[src/rtl/branch_resolve_cp4.sv]
// rtl/branch_resolve_cp4.sv - branch resolution, 2-bit BHT prediction and mispredict redirect
//
// Resolves conditional branches in EX from the comparator flags and raises
// mispredict/flush with the corrected next PC. It also trains a direct-mapped
// table of 2-bit saturating counters that supplies the IF-stage prediction.
//
// Optional feature macro: BRANCH_RESOLVE_STATS_EN (adds branch/mispredict counters)
//
// Ports:
//   clk, rst_n          clock, synchronous active-low reset
//   if_valid, if_pc     fetch PC to predict
//   if_pred_taken       combinational prediction for if_pc
//   ex_valid, ex_stall  EX occupancy and hold
//   ex_is_branch        EX instruction is a conditional branch
//   ex_funct3           branch type
//   ex_pc, ex_target    branch PC and taken target
//   ex_pred_taken       prediction that travelled with the instruction
//   br_un               unsigned-compare select to the comparator
//   br_eq, br_lt        comparator results
//   ex_taken            resolved outcome
//   ex_mispredict       outcome differs from prediction (unstalled cycle only)
//   redirect_pc         correct next PC
//   flush               kill younger IF/ID instructions
//   stat_branches       (optional) resolved branch count
//   stat_mispredicts    (optional) mispredict count
module branch_resolve_cp4 #(
    parameter int BHT_ENTRIES = 64,
    parameter int INDEX_LSB   = 2
) (
    input  logic        clk,
    input  logic        rst_n,
    input  logic        if_valid,
    input  logic [31:0] if_pc,
    output logic        if_pred_taken,
    input  logic        ex_valid,
    input  logic        ex_stall,
    input  logic        ex_is_branch,
    input  logic [2:0]  ex_funct3,
    input  logic [31:0] ex_pc,
    input  logic [31:0] ex_target,
    input  logic        ex_pred_taken,
    output logic        br_un,
    input  logic        br_eq,
    input  logic        br_lt,
    output logic        ex_taken,
    output logic        ex_mispredict,
    output logic [31:0] redirect_pc,
    output logic        flush
`ifdef BRANCH_RESOLVE_STATS_EN
    ,
    output logic [31:0] stat_branches,
    output logic [31:0] stat_mispredicts
`endif
);

    localparam int IDX_W = $clog2(BHT_ENTRIES);

    logic [1:0]       bht_q [BHT_ENTRIES];
    logic [IDX_W-1:0] if_idx;
    logic [IDX_W-1:0] ex_idx;
    logic             legal;
    logic             cond;
    logic             live;
    logic             train;
    logic [1:0]       ex_ctr;
    logic [1:0]       ex_ctr_d;

    // Only the index bits of if_pc matter; the rest are deliberately ignored.
    logic unused_if_pc;
    assign unused_if_pc = ^if_pc;

    assign if_idx = if_pc[INDEX_LSB +: IDX_W];
    assign ex_idx = ex_pc[INDEX_LSB +: IDX_W];

    assign br_un = ex_funct3[1];

    always_comb begin
        legal = 1'b1;
        cond  = 1'b0;
        case (ex_funct3)
            3'b000:  cond = br_eq;
            3'b001:  cond = ~br_eq;
            3'b100,
            3'b110:  cond = br_lt;
            3'b101,
            3'b111:  cond = ~br_lt;
            default: legal = 1'b0;
        endcase
    end

    assign live  = ex_valid & ex_is_branch & legal;
    assign train = live & ~ex_stall;

    assign ex_taken      = rst_n & live & cond;
    // Masked while stalled so a held branch flushes once, on its final EX cycle.
    assign ex_mispredict = rst_n & train & (ex_taken != ex_pred_taken);
    assign flush         = ex_mispredict;
    assign redirect_pc   = !rst_n   ? 32'd0 :
                           ex_taken ? ex_target : ex_pc + 32'd4;

    // IF reads the pre-update counter; a same-cycle write shows up next cycle.
    assign if_pred_taken = rst_n & if_valid & bht_q[if_idx][1];

    assign ex_ctr = bht_q[ex_idx];

    always_comb begin
        ex_ctr_d = ex_ctr;
        if (ex_taken) begin
            if (ex_ctr != 2'b11) ex_ctr_d = ex_ctr + 2'd1;
        end else begin
            if (ex_ctr != 2'b00) ex_ctr_d = ex_ctr - 2'd1;
        end
    end

    always_ff @(posedge clk) begin
        if (!rst_n) begin
            for (int i = 0; i < BHT_ENTRIES; i++) begin
                bht_q[i] <= 2'b01;
            end
        end else if (train) begin
            bht_q[ex_idx] <= ex_ctr_d;
        end
    end

`ifdef BRANCH_RESOLVE_STATS_EN
    logic [31:0] stat_branches_q;
    logic [31:0] stat_mispredicts_q;

    always_ff @(posedge clk) begin
        if (!rst_n) begin
            stat_branches_q    <= 32'd0;
            stat_mispredicts_q <= 32'd0;
        end else if (train) begin
            stat_branches_q <= stat_branches_q + 32'd1;
            if (ex_mispredict) stat_mispredicts_q <= stat_mispredicts_q + 32'd1;
        end
    end

    assign stat_branches    = stat_branches_q;
    assign stat_mispredicts = stat_mispredicts_q;
`endif

endmodule
[config.mk]
export PLATFORM = sky130hd
export DESIGN_NAME = branch_resolve_cp4
export DESIGN_NICKNAME = d
export VERILOG_FILES = /design/src/rtl/branch_resolve_cp4.sv
export SDC_FILE = /design/constraint.sdc
export NUM_CORES = 1
export LEC_CHECK = 0
export ABC_CLOCK_PERIOD_IN_PS = 4770
export CORE_AREA = 2 2 168 170
export CTS_CLUSTER_DIAMETER = 150
export CTS_CLUSTER_SIZE = 28
export DETAILED_ROUTE_END_ITERATION = 8
export DIE_AREA = 0 0 170 172
export GPL_ROUTABILITY_DRIVEN = 0
export PLACE_DENSITY = 0.47
export SLEW_MARGIN = 10
export SYNTH_ARGS = -nofsm -noshare
export SYNTH_HDL_FRONTEND = slang
export SYNTH_SLANG_ARGS = --single-unit
[constraint.sdc]
create_clock -name clk -period 4.77 [get_ports clk]
set_input_delay 0.954 -clock clk [delete_from_list [all_inputs] [get_ports clk]]
set_output_delay 0.954 -clock clk [all_outputs]
set_load 0.01 [all_outputs]
* After elaboration in Yosys (flattened, before gate mapping)
Memories as Yosys holds them, arrays and structs flattened.
Index checks and enable logic that the tools add are counted.
** Word-level totals
- Register bits :: 0
- Bits in writable memories :: 128
- Input port bits :: 108
- Logic and storage cells :: 43
- Memories :: 1
** Operators by class
- Add/subtract/negate cells :: 3
- Equal/unequal tests :: 7
- Mux-type cells :: 14
- Bitwise gates (word level) :: 12
- Reduce and logical (&&, ||, !) cells :: 6
** Memory list
- bht_q :: words 64, bits a word 2, rd ports 2, clocked after memory_dff 0, wr ports 64, line 58 : logic [1:0] bht_q [BHT_ENTRIES];
** Operators with widths (count)
- 32-bit 2-to-1 mux :: 2
- 32-bit by 3-bit adder with 32-bit output (second input constant) :: 1
- 3-bit == test (second input constant) :: 4
- 1-bit AND :: 9
- 2-bit 2-to-1 mux :: 4
- 1-bit 2-to-1 mux :: 6
- 6-bit 2-to-1 mux :: 1
- 2-bit OR reduction :: 3
- 6-bit OR reduction :: 1
- 1-bit case mux with 4 select lines :: 1
- 3-bit by 1-bit == test with 1-bit output (second input constant) :: 1
- 3-bit logical NOT :: 1
- 1-bit inverter :: 3
- 2-bit by 1-bit adder with 2-bit output (second input constant) :: 1
- 2-bit != test (second input constant) :: 1
- 2-bit nonzero test :: 1
- 2-bit by 1-bit subtractor with 2-bit output (second input constant) :: 1
- 1-bit != test :: 1

* Depth between registers and ports, before layout
- Depth after elaboration :: 10
- Mapped depth :: 13

* Worst setup path before layout
Ideal clock, no wire load.
- Kind :: input-to-output
- Start :: input port if_pc[2]
- End :: output port if_pred_taken
- Data arrival time :: 3393 ps
- Required time :: 3816 ps
- Setup slack :: 423 ps
- Cell stages on the path :: 6
- Path buffers :: 2
- Cells stage by stage :: buf_2 buf_1 mux4_2 mux4_2 mux4_2 and3_1
** On the way
- Word-level cells in the longest chain between the ends :: 2
** RTL lines
- start: declaration :: line 33 : input logic [31:0] if_pc,
- memory 64 x 2 bit
- 1-bit AND :: line 102 : assign if_pred_taken = rst_n & if_valid & bht_q[if_idx][1];
- end: declaration :: line 34 : output logic if_pred_taken,
Every way passes these cells.

* Worst setup path in the final report
- Start :: input port if_pc[3]
- End :: output port if_pred_taken
The elaborated chain is that of the path after synthesis.

==> impl_metrics.json <==
{
  "critPathTopFamily": "multiplexers",
  "dr.pass1.iters": 5,
  "highest-signal-layer": "met4",
  "track_usage": 0.195,
  "rr_endpoint": "bht_q[25][0]",
  "min_period_over_period": 0.964,
  "synth-edff-count": 128,
  "grt_max_degree": 65,
  "met1Wirelength_um": 12100,
  "status": "complete, no violations",
  "hpwl_um": 19700,
  "dp_slack_ns": -0.0721,
  "dp_cells": 1208,
  "rrSetupSlack_ns": 1.80,
  "maxCapViolations": 0,
  "reg.largest.list": "bht_q: 128 flops",
  "drc": 0,
  "path_common_cell": "mux4_2",
  "root_buffer": "clkbuf_16",
  "die-width_um": 170,
  "h-tree-depth": 4,
  "synth_area_leader_cell": "edfxtp_1",
  "clockBufferDepth": 2,
  "skew_ns": 0.00780,
  "crit_path_max_fanout": 16,
  "rows": 61,
  "tns_ns": 0,
  "clkSinkCount": 128,
  "setup_slack_ns": 0.169,
  "cp-startpoint": "if_pc[3]",
  "cp_num_buf_inv": 3,
  "rsz0062_at_grt": "false",
  "post_cts_buffers": 0,
  "worst_pin_slew_ns": 0.976,
  "cts-buffers-inserted": 17,
  "mostFrequentLayoutCells": "edfxtp_1 (128), clkdlybuf4s50_1 (114), nand2_1 (81)",
  "finish.net_count": 991,
  "drt_iter0_markers": 784,
  "setup_violations": 0,
  "path_clk_slew_ns": 0.06,
  "clkLatencyLatePin_ns": 0.42,
  "final_cells": 1241,
  "syn_to_final_growth_pct": 27.6,
  "via_per_inst": 5.51,
  "dr_wl_met3_um": 1780,
  "ys_async_sr_fraction": 0,
  "grt_pass1_wl_um": 42100,
  "final_area_um2": 10300,
  "path_depth": 7,
  "crit_arrival_ns": 3.65,
  "die_h_um": 172,
  "ys_seq_area_frac": 0.476,
  "start_kind": "input pin",
  "max_stage_delay_ns": 0.52,
  "final_common_cell": "edfxtp_1",
  "grt_overflow": 0,
  "worstSetupEndpointType": "output port",
  "ios": 145,
  "crit_end": "if_pred_taken",
  "drive_above_1_share": 0.136,
  "ys_types": 54,
  "powerDensity_nw_per_um2": 293,
  "n_antenna_cell": 0,
  "slowest_stage": "mux4_2",
  "top_register": "bht_q",
  "coreArea_um2": 27500,
  "synthFlopType": "edfxtp_1",
  "syn_area_um2": 8070,
  "dpl_cell_area_um2": 9720,
  "final.min_clock_period_ns": 4.60,
  "routedWlPerCell_um": 22.7,
  "hold_viol_final": 0,
  "maxClockFrequency_mhz": 217,
  "dr_total_vias": 6836,
  "grt_pass1_vias": 6640,
  "start_util": 0.294,
  "crit_chain": "clkdlybuf4s50_1 -> buf_12 -> mux4_2 -> mux4_2 -> mux4_2 -> and3_1 -> clkdlybuf4s50_1",
  "max_slew_margin": 0.347,
  "r2r_start": "bht_q[58][0]",
  "ys_warn_count": 0,
  "power_leakage_nw": 3.42,
  "synth.top_cell.area_share": 0.476,
  "rr_worst_depth": 8,
  "syn-num-nets": 891,
  "cts_tree": "yes",
  "io_buffer_count": 118,
  "synth_seq_cells": 128,
  "dieArea_um2": 29200,
  "avgSynthCellArea_um2": 10.3,
  "ant_nets": 0,
  "wl_met2_um": 13800,
  "drv_slew": 0,
  "largest_register_ffs": 128,
  "min_path_type": "in2reg",
  "postSynthCellCount": 782,
  "critPathKind": "in2out",
  "antenna_found_initial": 0,
  "wirelength_um": 28200,
  "ir_drop_v": 0.000210,
  "cp.required_ns": 3.82,
  "synthTopCellsByArea": "edfxtp_1 (48%), mux4_2 (7.5%), o21ai_0 (4.8%), nor3_1 (4.3%), mux2i_1 (4.2%)"
}
## cells by family after synthesis
group,synth area share
flip-flops,0.476
AO/OA/AOI/OAI,0.129
buffers and inverters,0.0599
multiplexers,0.119
adder cells (fa/ha/maj),0.00419
XOR/XNOR,0.0293
AND/OR/NAND/NOR,0.183
## final cells by class
class                           count  area, um2
Sequential cell                   128       3840
Clock buffer                       19        433
Inverter                           12       45.0
Multi-Input combinational cell    552       3750
Tap cell                          346        433
Timing Repair Buffer              171       1670
Clock inverter                     13        121
Fill cell                        2766      17200
## where the power goes
part           switching [W]  internal (W)
sequential         0.0000150       0.00126
clock               0.000486      0.000757
combinational       0.000276      0.000225
total               0.000777       0.00224
## repair_timing
| action | in CTS | in global routing |
|---|---|---|
| cloned | 1 | 0 |
| hold buffers | 0 | 0 |
| gates resized for setup | 1 | 2 |
| setup endpoints to repair | 1 | 1 |
## worst min-delay path: stages
cell,delay [ns]
buf_2,0.11
o2111ai_1,0.09
buf_4,0.15
nor3_2,0.05
nand4_1,0.07
## synthesized netlist by cell type, types with 3 or more instances
library cell	n
nand4_1	28
nor3_1	70
o31ai_1	3
inv_1	12
o211a_1	22
or3_1	3
mux2i_1	34
o32ai_1	6
and3_1	12
clkbuf_1	52
mux4_2	27
xnor2_1	8
nand2_1	82
xor2_1	19
buf_6	8
nand3b_1	3
nor2_1	47
a21oi_1	13
o21ai_0	77
nand2b_1	6
buf_2	20
nor2b_1	7
nand3_1	29
edfxtp_1	128
buf_4	4
buf_1	6
a221oi_1	10
o22ai_1	12
## worst min path at each step
stage / slack (ns) / start / endpoint / cells past startpoint
after floorplan: 1.28 / bht_q[7][0] / bht_q[56][0] / 7
after global placement: 1.55 / rst_n / bht_q[11][0] / 5
after detailed placement: 1.54 / bht_q[27][1] / bht_q[7][0] / 7
after CTS: 1.11 / rst_n / bht_q[11][0] / 5
after global routing: 1.16 / rst_n / bht_q[11][0] / 5
final: 1.11 / rst_n / bht_q[11][0] / 5
## layer usage
layer / GRT usage / vias up
met4: 0.0498 / 0
li1: - / 3178
met3: 0.0385 / 34
met5: 0 / -
met1: 0.267 / 3368
met2: 0.319 / 256
## through the flow
step	hold WS [ns]	total power (W)	util
after floorplan	1.28	0.00156	-
after global placement	1.55	0.00180	0.354
after detailed placement	1.54	0.00180	0.354
after CTS	1.11	0.00304	0.375
after global routing	1.16	0.00312	0.375
final	1.11	0.00302	0.375
Note: power is estimated with default switching activity, not from simulation.
